**src/rtl/slice_pack_pkg.sv**
```systemverilog
// Library-wide constants and helpers shared by the CASPER primitives.
package slice_pack_pkg;

   localparam string ARCH_BEHAVIORAL = "BEHAVIORAL";
   localparam string ARCH_VIRTEX5    = "VIRTEX5";
   localparam string ARCH_VIRTEX6    = "VIRTEX6";

   function automatic int clog2(input int v);
      int r;
      int p;
      r = 0;
      p = 1;
      while (p < v) begin
         p = p * 2;
         r = r + 1;
      end
      return r;
   endfunction

endpackage

```
**src/rtl/slice_pack.sv**
```systemverilog
// Packs a stream of narrow slices into wide words with valid/ready on both
// sides, early termination via last_in, and output hold under backpressure.
module slice_pack
   import slice_pack_pkg::*;
#(
   parameter string BLOCK_NAME        = "slice_pack",
   parameter int    X                 = 0,
   parameter int    Y                 = 0,
   parameter int    DX                = 0,
   parameter int    DY                = 0,
   parameter string ARCHITECTURE      = "BEHAVIORAL",
   parameter int    INPUT_DATA_WIDTH  = 8,
   parameter int    NUM_SLICES        = 4,
   parameter int    FILL_FROM_MSB     = 1,
   localparam int   OUTPUT_DATA_WIDTH = INPUT_DATA_WIDTH * NUM_SLICES,
   localparam int   CNT_W             = clog2(NUM_SLICES + 1)
) (
   input  logic                         clk,
   input  logic                         rst,
   input  logic [INPUT_DATA_WIDTH-1:0]  data_in,
   input  logic                         valid_in,
   input  logic                         last_in,
   output logic                         ready_out,
   output logic [OUTPUT_DATA_WIDTH-1:0] data_out,
   output logic [CNT_W-1:0]             count_out,
   output logic                         valid_out,
   input  logic                         ready_in
);

   localparam int IW = INPUT_DATA_WIDTH;
   localparam int OW = OUTPUT_DATA_WIDTH;

   if (ARCHITECTURE == ARCH_BEHAVIORAL) begin : g_beh

      logic [OW-1:0]    acc_q, acc_d;
      logic [OW-1:0]    data_q, data_d;
      logic [OW-1:0]    ins;
      logic [CNT_W-1:0] cnt_q, cnt_d;
      logic [CNT_W-1:0] count_q, count_d;
      logic             valid_q, valid_d;
      logic             accept, complete, xfer;

      assign ready_out = !valid_q || ready_in;
      assign accept    = valid_in && ready_out;
      assign xfer      = valid_q && ready_in;
      assign complete  = accept &&
                         (last_in || cnt_q == CNT_W'(NUM_SLICES - 1));

      // Current slice placed in its lane; all other lanes zero.
      always_comb begin
         ins = '0;
         for (int s = 0; s < NUM_SLICES; s++) begin
            if (cnt_q == CNT_W'(s)) begin
               if (FILL_FROM_MSB != 0)
                  ins[OW-(s+1)*IW +: IW] = data_in;
               else
                  ins[s*IW +: IW] = data_in;
            end
         end
      end

      always_comb begin
         acc_d   = acc_q;
         cnt_d   = cnt_q;
         data_d  = data_q;
         count_d = count_q;
         valid_d = valid_q;
         if (complete) begin
            data_d  = acc_q | ins;
            count_d = cnt_q + 1'b1;
            valid_d = 1'b1;
            acc_d   = '0;
            cnt_d   = '0;
         end else begin
            if (accept) begin
               acc_d = acc_q | ins;
               cnt_d = cnt_q + 1'b1;
            end
            if (xfer)
               valid_d = 1'b0;
         end
      end

      always_ff @(posedge clk or posedge rst) begin
         if (rst) begin
            acc_q   <= '0;
            cnt_q   <= '0;
            data_q  <= '0;
            count_q <= '0;
            valid_q <= 1'b0;
         end else begin
            acc_q   <= acc_d;
            cnt_q   <= cnt_d;
            data_q  <= data_d;
            count_q <= count_d;
            valid_q <= valid_d;
         end
      end

      assign data_out  = data_q;
      assign count_out = count_q;
      assign valid_out = valid_q;

   end else begin : g_unsupported
      $error("slice_pack: unsupported ARCHITECTURE %s", ARCHITECTURE);
   end

endmodule

```
**config.mk**
```make
export PLATFORM = sky130hd
export DESIGN_NAME = slice_pack
export DESIGN_NICKNAME = d
export VERILOG_FILES = /design/src/rtl/slice_pack_pkg.sv /design/src/rtl/slice_pack.sv
export SDC_FILE = /design/constraint.sdc
export NUM_CORES = 1
export LEC_CHECK = 0
export CAP_MARGIN = 0
export CORE_MARGIN = 3
export CORE_UTILIZATION = 50
export DETAILED_ROUTE_END_ITERATION = 16
export DONT_BUFFER_PORTS = 1
export GPL_TIMING_DRIVEN = 0
export MAX_ROUTING_LAYER = met4
export SETUP_SLACK_MARGIN = 0.2
export SYNTH_ARGS = -nofsm -noshare
export SYNTH_HDL_FRONTEND = slang
export SYNTH_SLANG_ARGS = --single-unit
```
**constraint.sdc**
```tcl
create_clock -name clk -period 4.6 [get_ports clk]
set_input_delay 0.92 -clock clk [delete_from_list [all_inputs] [get_ports clk]]
set_output_delay 0.92 -clock clk [all_outputs]
set_load 0.03 [all_outputs]
```
==> qor.log, run 1 <==
[outcome] run status completed
[logic_synthesis] cell taking the most area after synthesis sky130_fd_sc_hd__dfrtp_1
[sta] shortest period the worst path allows 2.23 ns
[die] count of standard-cell rows 28
[logic_synthesis] count of mapped cells out of synthesis 296
[drt] post-route antenna net violation count 0
[logic_synthesis] number of storage elements in the synthesis netlist 71
[layout] commonest non-fill, non-tap cell in the layout sky130_fd_sc_hd__dfrtp_1
[critical_path] kind of start point of the critical path flip-flop
[power] final total power 2.26 mW
[drt] Vias/cell 5.31
[die] die footprint 7320 um^2
[job] Max-cap violations 0
[drt] final routed wire length divided by cell count 16.7 um
[grt] initial antenna violation count 0
[sta] max-slew violations 0
[sta] total count of hold-check failures in the final report 0
[clock_network] clock tree from TritonCTS yes
[clock_network] clock buffer count from CTS 9
[logic_synthesis] fraction of synthesized cell area taken by the top area cell type 0.561
[power] worst vdd ir 0.408 mV
[logic_synthesis] syn_area_per_cell 10.7 um^2
[critical_path] CP Data Arrival Time 1.31 ns
[critical_path] FF-to-FF path depth 6
[sta] sum of negative setup slack 0 ns
[critical_path] type of the worst setup path reg -> out
[clock_network] clock tree sinks 71
[sta] clock skew 0.00922 ns
[logic_synthesis] top cells by area in the synthesized netlist sky130_fd_sc_hd__dfrtp_1, sky130_fd_sc_hd__mux2i_1, sky130_fd_sc_hd__o21a_1
[sta] final period utilization 0.485
[critical_path] largest driver fanout on the critical path 7
[critical_path] WP data required 3.68 ns
[grt] total routing resource utilization after global routing 0.195
[logic_synthesis] number of distinct library cells after synthesis 21
[critical_path] slowest cell on the critical path sky130_fd_sc_hd__dfrtp_1
[die] die span in y 85.6 um
[hold_path] Hold Path Depth 1
[hold_path] Hold EP g_beh.acc_q[4]
[logic_synthesis] summed instance area of the synthesized netlist 3160 um^2
[logic_synthesis] multiplexer share of the synthesized area 0.124
[place] cell area after placement 3260 um^2
[critical_path] reg-to-reg critical path startpoint g_beh.cnt_q[0]
[place] detailed-placement wirelength estimate 4260 um
[critical_path] internal reg-to-reg setup slack 2.83 ns
[drt] DRC violations left 0
[sta] Worst Tran Pin Value 0.880 ns
[critical_path] critical path, cell by cell nor2b_1 -> buf_4 -> inv_4
[sta] Worst slew margin 0.414
[grt] vias in the first global route 2068
[clock_network] quantity of hold-fixing buffers added after cts 0
[layout] synthesis-to-finish area growth 9.29%
[die] starting density of the core 0.525
[place] Setup WS pre-CTS 2.38 ns
[sta] RSZ-0062 raised after global routing no
[critical_path] end of the worst register-to-register path count_out[1]
[layout] diodes inserted 0
[logic_synthesis] main combinational cell family by area after synthesis multiplexers
[clock_network] Clock Tree Root sky130_fd_sc_hd__clkbuf_8
[sta] post-route setup slack 2.37 ns
[layout] fin cells 387
[clock_network] Setup Buffers After CTS 0
[die] Core Region 6030 um^2
[clock_network] Clk Latency, worst-skew pair 0.35 ns
[drt] detailed-route via count 2056
[die] I/O Pins 50
[drt] total wire length after detailed routing 6470 um
[clock_network] number of buffers on the longest clock path 2
[drt] violation count after the first detailed-routing iteration 195
[power] P_leak 1.76 nW
[hold_path] type of the most critical hold path reg -> reg
[clock_network] Clock transition at path regs 0.07 ns
[critical_path] Setup crit end kind output pin
[logic_synthesis] fraction of synthesized cell area in xor and xnor cells 0
[critical_path] delay-heaviest family, CP flip-flops
[layout] number of nets in the layout 325
[logic_synthesis] simple-gate portion of the synthesized area 0.106
[layout] Non-Filler Cell Area, Final 3460 um^2
[drt] Pre-antenna DRT Iters 4
[clock_network] level count of the clock H-tree 3
[grt] pin count of the biggest net entering global routing 72
[place] count of placed standard cells including taps 371
[logic_synthesis] portion of the post-synthesis area used by sequential elements 0.561
[logic_synthesis] number of nets in the synthesized netlist 314
[place] GP Congestion 0.810
[logic_synthesis] post-synthesis adder-cell area fraction 0.0198
[die] width of the die 85.6 um
[grt] first-pass GRT wire length 10600 um
[layout] share of cells above drive strength 1 0.115
[clock_network] quantity of gates resized following cts 0
[place] Port-buffer cells 0
[critical_path] slowest stage delay, CP 0.49 ns
[power] PwrDens 652 nW/um^2
[sta] Final setup viols 0
[layout] most used cells in the layout excluding fill and tap cells sky130_fd_sc_hd__dfrtp_1, sky130_fd_sc_hd__inv_1, sky130_fd_sc_hd__mux2i_1, sky130_fd_sc_hd__a21oi_1, sky130_fd_sc_hd__nand2_1
[hold_path] Worst Min Path Start g_beh.acc_q[4]
[grt] global route overflow 0
[critical_path] number of buffers and inverters on the critical path 2
[logic_synthesis] Synth Area in Compound Gates 0.108
[sta] maximum clock frequency 449 MHz
[logic_synthesis] warnings from Yosys 0
-- sequential cells by signal, indices dropped and copies added (netlist names) --
register,flops
g_beh.acc_q,32
valid_out,1
count_out,3
g_beh.cnt_q,3
data_out,32
-- where the power goes --
part	switching [mW]	internal, mW
registers	0.381	0.832
clock network	0.236	0.262
logic	0.294	0.249
total	0.912	1.34
-- kinds of logic after synthesis --
group                    after synthesis
buffers and inverters                 58
AND/OR/NAND/NOR                       68
AO/OA/AOI/OAI                         56
adder cells (fa/ha/maj)                5
flip-flops                            71
multiplexers                          38
-- routing by layer --
layer,vias to the layer above,GRT usage,part of all wire
li1,993,-,-
met1,993,0.273,0.48
met2,57,0.279,0.45
met3,13,0.0365,0.048
met4,0,0.0863,0.020
met5,-,-,0
-- metrics by stage --
stage          hold WS [ns]   util
2_1_floorplan         0.454      -
3_3_place_gp          0.470  0.541
3_5_place_dp          0.472  0.541
4_1_cts               0.493  0.574
5_1_grt               0.498  0.574
6_report              0.486  0.574
-- layout make-up --
type	instances	area [um^2]
clock buffer	10	138
fill	560	2570
buffer	20	110
inverter	38	148
clock inverter	6	60.1
multi-input combinational	167	1130
sequential	71	1780
tap	75	93.8
-- Yosys cell counts --
| cell type | number |
|---|---|
| sky130_fd_sc_hd__mux2_4 | 2 |
| sky130_fd_sc_hd__nor3_1 | 26 |
| sky130_fd_sc_hd__a21oi_1 | 32 |
| sky130_fd_sc_hd__nor2b_1 | 4 |
| sky130_fd_sc_hd__clkbuf_1 | 4 |
| sky130_fd_sc_hd__dfrtp_1 | 71 |
| sky130_fd_sc_hd__nand2b_1 | 1 |
| sky130_fd_sc_hd__inv_1 | 37 |
| sky130_fd_sc_hd__and2_1 | 8 |
| sky130_fd_sc_hd__buf_2 | 7 |
| sky130_fd_sc_hd__mux2i_1 | 34 |
| sky130_fd_sc_hd__ha_1 | 5 |
| sky130_fd_sc_hd__nand2_1 | 27 |
| sky130_fd_sc_hd__mux2_2 | 2 |
| sky130_fd_sc_hd__nor2_1 | 1 |
| sky130_fd_sc_hd__buf_4 | 5 |
| sky130_fd_sc_hd__inv_4 | 1 |
| sky130_fd_sc_hd__buf_1 | 3 |
| sky130_fd_sc_hd__buf_6 | 1 |
| sky130_fd_sc_hd__o21a_1 | 24 |
| sky130_fd_sc_hd__nand3b_4 | 1 |
-- worst max-delay path by stage --
stage | start | endpoint | slack, ns | cells past startpoint
CTS | valid_out | ready_out | 2.35 | 3
global placement | rst | data_out[29] | 1.05 | 1
global route | valid_out | ready_out | 2.29 | 3
detailed placement | ready_in | ready_out | 2.38 | 3
floorplan | rst | count_out[0] | 1.88 | 1
finish | valid_out | ready_out | 2.37 | 3
-- worst register-to-register path, cell delays in order (launching register included) --
cell and delay [ns]:
sky130_fd_sc_hd__dfrtp_1 0.42, sky130_fd_sc_hd__ha_1 0.22, sky130_fd_sc_hd__ha_1 0.19, sky130_fd_sc_hd__nor2_1 0.16, sky130_fd_sc_hd__nand3b_4 0.18, sky130_fd_sc_hd__buf_6 0.18, sky130_fd_sc_hd__mux2_4 0.31
Note: power is estimated with default switching activity, not from simulation.
==> run 2: changes to the inputs <==
- PLACE_DENSITY: not set -> 0.68
- clock period: 4.6 -> 1.8 ns (I/O delays scaled with it)
==> run 2 against run 1 <==
Clock skew down 0.0016 ns. Highest routed layer unchanged. Cell count is 2.6% higher. Design area rose by 8.5%. Sequential cell count unchanged. First-iteration DRC count decreased by 38%. Power grew to 2.8 times the previous value. Worst setup slack lost 2.2 ns. Combinational power rose to 3.1 times the previous value. Sequential power grew to 2.6 times the previous value. Global-route usage increased by 1.4 points. Critical path depth increased by 3. Utilization up 4.9 points.
==> qor.log, run 2 (synthesis results as in run 1) <==
[drt] detailed-route via count 2153
[layout] diodes inserted 0
[sta] post-route setup slack 0.144 ns
[place] GP Congestion 0.798
[power] PwrDens 1660 nW/um^2
[layout] most used cells in the layout excluding fill and tap cells sky130_fd_sc_hd__dfrtp_1, sky130_fd_sc_hd__inv_1, sky130_fd_sc_hd__mux2i_1, sky130_fd_sc_hd__nand2_1, sky130_fd_sc_hd__nor3_1
[layout] number of nets in the layout 335
[clock_network] clock buffer count from CTS 9
[critical_path] CP Data Arrival Time 1.88 ns
[critical_path] largest driver fanout on the critical path 6
[layout] area used by multi-input combinational logic 1220 um^2
[power] switching power total 2.45 mW
[layout] area of all sequential standard cells 1780 um^2
[clock_network] Clock Tree Root sky130_fd_sc_hd__clkbuf_8
[power] worst vdd ir 0.949 mV
[place] Port-buffer cells 0
[sta] Worst Tran Pin Value 0.749 ns
[clock_network] number of buffers on the longest clock path 2
[grt] total routing resource utilization after global routing 0.209
[die] starting density of the core 0.525
[place] count of placed standard cells including taps 372
[critical_path] Setup crit end kind flip-flop
[grt] vias in the first global route 2204
[clock_network] clock tree from TritonCTS yes
[clock_network] clock tree sinks 71
[grt] global route overflow 0
[sta] Worst slew margin 0.499
[grt] initial antenna violation count 0
[power] combinational share of power 0.271
[die] count of standard-cell rows 28
[clock_network] level count of the clock H-tree 3
[power] Clk network pwr share 0.226
[die] die span in y 85.6 um
[power] P_leak 1.88 nW
[sta] final period utilization 0.920
[sta] total count of hold-check failures in the final report 0
[layout] fin cells 397
[drt] total wire length after detailed routing 6750 um
[layout] synthesis-to-finish area growth 18.5%
[job] Max-cap violations 0
[sta] shortest period the worst path allows 1.66 ns
[layout] commonest non-fill, non-tap cell in the layout sky130_fd_sc_hd__dfrtp_1
[drt] Pre-antenna DRT Iters 5
[power] switching portion of total power 0.393
[critical_path] kind of start point of the critical path flip-flop
[outcome] run status completed
[clock_network] Clk Latency, worst-skew pair 0.35 ns
[critical_path] FF-to-FF path depth 6
[clock_network] Clock transition at path regs 0.08 ns
[power] internal power consumption 3.78 mW
[die] Core Region 6030 um^2
[place] Setup WS pre-CTS 0.0501 ns
[place] detailed-placement wirelength estimate 4440 um
[grt] first-pass GRT wire length 11300 um
[sta] RSZ-0062 raised after global routing yes
[hold_path] type of the most critical hold path in -> async
[grt] pin count of the biggest net entering global routing 39
[die] I/O Pins 50
[layout] share of cells above drive strength 1 0.224
[sta] clock skew 0.00763 ns
[drt] post-route antenna net violation count 0
[die] die footprint 7320 um^2
[sta] Final setup viols 0
[power] relative contribution of sequential cells to total power 0.503
[sta] max-slew violations 0
[layout] utilization of the core after routing 0.623
[die] width of the die 85.6 um
[drt] violation count after the first detailed-routing iteration 121
[sta] sum of negative setup slack 0 ns
[critical_path] type of the worst setup path reg -> reg
[drt] final routed wire length divided by cell count 17.0 um
[drt] Vias/cell 5.42
[critical_path] WP data required 2.03 ns
[sta] maximum clock frequency 604 MHz
[drt] DRC violations left 0
[layout] filler cell count 503
[run 2: changes by cell type in the layout (fill, tap and decap cells not counted), sizes merged]
cell,before,now
clkbuf,14,17
buf,16,23
clkinv,3,4
inv,38,37
bufinv,1,2
clkinvlp,2,1
[run 2: layer usage]
layer,GRT usage,routed length [um]
met1,0.275,3020
met5,-,0
met2,0.301,3150
met4,0.114,213
met3,0.0500,369
[run 2: final timing paths]
path	start	end	slack, ns
min in group clk	data_in[6]	data_out[22]	0.19
max in group asynchronous	rst	g_beh.acc_q[7]	1.18
setup / recovery	g_beh.cnt_q[0]	count_out[1]	0.14
hold / removal	rst	data_out[8]	0.002
setup reg to reg	g_beh.cnt_q[0]	count_out[1]	0.14
hold reg to reg	g_beh.acc_q[0]	g_beh.acc_q[0]	0.49
[run 2: power groups by stage]
| stage | logic, mW | registers, mW | clock network (mW) |
|---|---|---|---|
| finish | 1.69 | 3.13 | 1.41 |
| global route | 1.91 | 3.20 | 1.51 |
| CTS | 1.60 | 3.13 | 1.43 |
| detailed placement | 1.42 | 3.15 | 0 |
| global placement | 1.38 | 3.13 | 0 |
| floorplan | 1.15 | 3.05 | 0 |
[run 2: repair_timing]
action | 4_1_cts | 5_1_grt
endpoints found under the setup margin | 70 | 68
resized for setup | 30 | 20
buffers inserted | 6 | 2
hold endpoints to repair | 0 | 0
hold buffers | 0 | 0
pin swaps | 3 | 2
gates cloned | 1 | 0
[run 2: final cells by class]
class / count / share of cell area
multi-input cells: 167 / 0.325
plain buffers: 20 / 0.0444
clock inverters: 6 / 0.0223
flip-flops and latches: 71 / 0.474
inverters: 38 / 0.0410
clock buffers: 10 / 0.0367
well taps: 75 / 0.0250
repair buffers: 10 / 0.0317
[run 2: metrics by stage]
stage | hold slack, ns | area [um^2] | power (mW)
3_5_place_dp | 0.398 | 3290 | 4.58
4_1_cts | 0.0203 | 3680 | 6.17
6_report | 0.00239 | 3750 | 6.23
5_1_grt | 0.0467 | 3750 | 6.62
2_1_floorplan | 0.454 | 3170 | 4.21
3_3_place_gp | 0.470 | 3270 | 4.51
[run 2: worst max-delay path, stage by stage (launching register included)]
cell	delay (ns)
sky130_fd_sc_hd__dfrtp_1	0.42
sky130_fd_sc_hd__ha_2	0.22
sky130_fd_sc_hd__ha_4	0.16
sky130_fd_sc_hd__nor2_4	0.08
sky130_fd_sc_hd__nand3b_4	0.22
sky130_fd_sc_hd__buf_12	0.14
sky130_fd_sc_hd__mux2_4	0.29
==> run 3: changes to the inputs <==
- CAP_MARGIN: 0 -> 10
==> results of run 3 <==
Same layout as run 2: the final DEF is identical, and so are final timing and power.
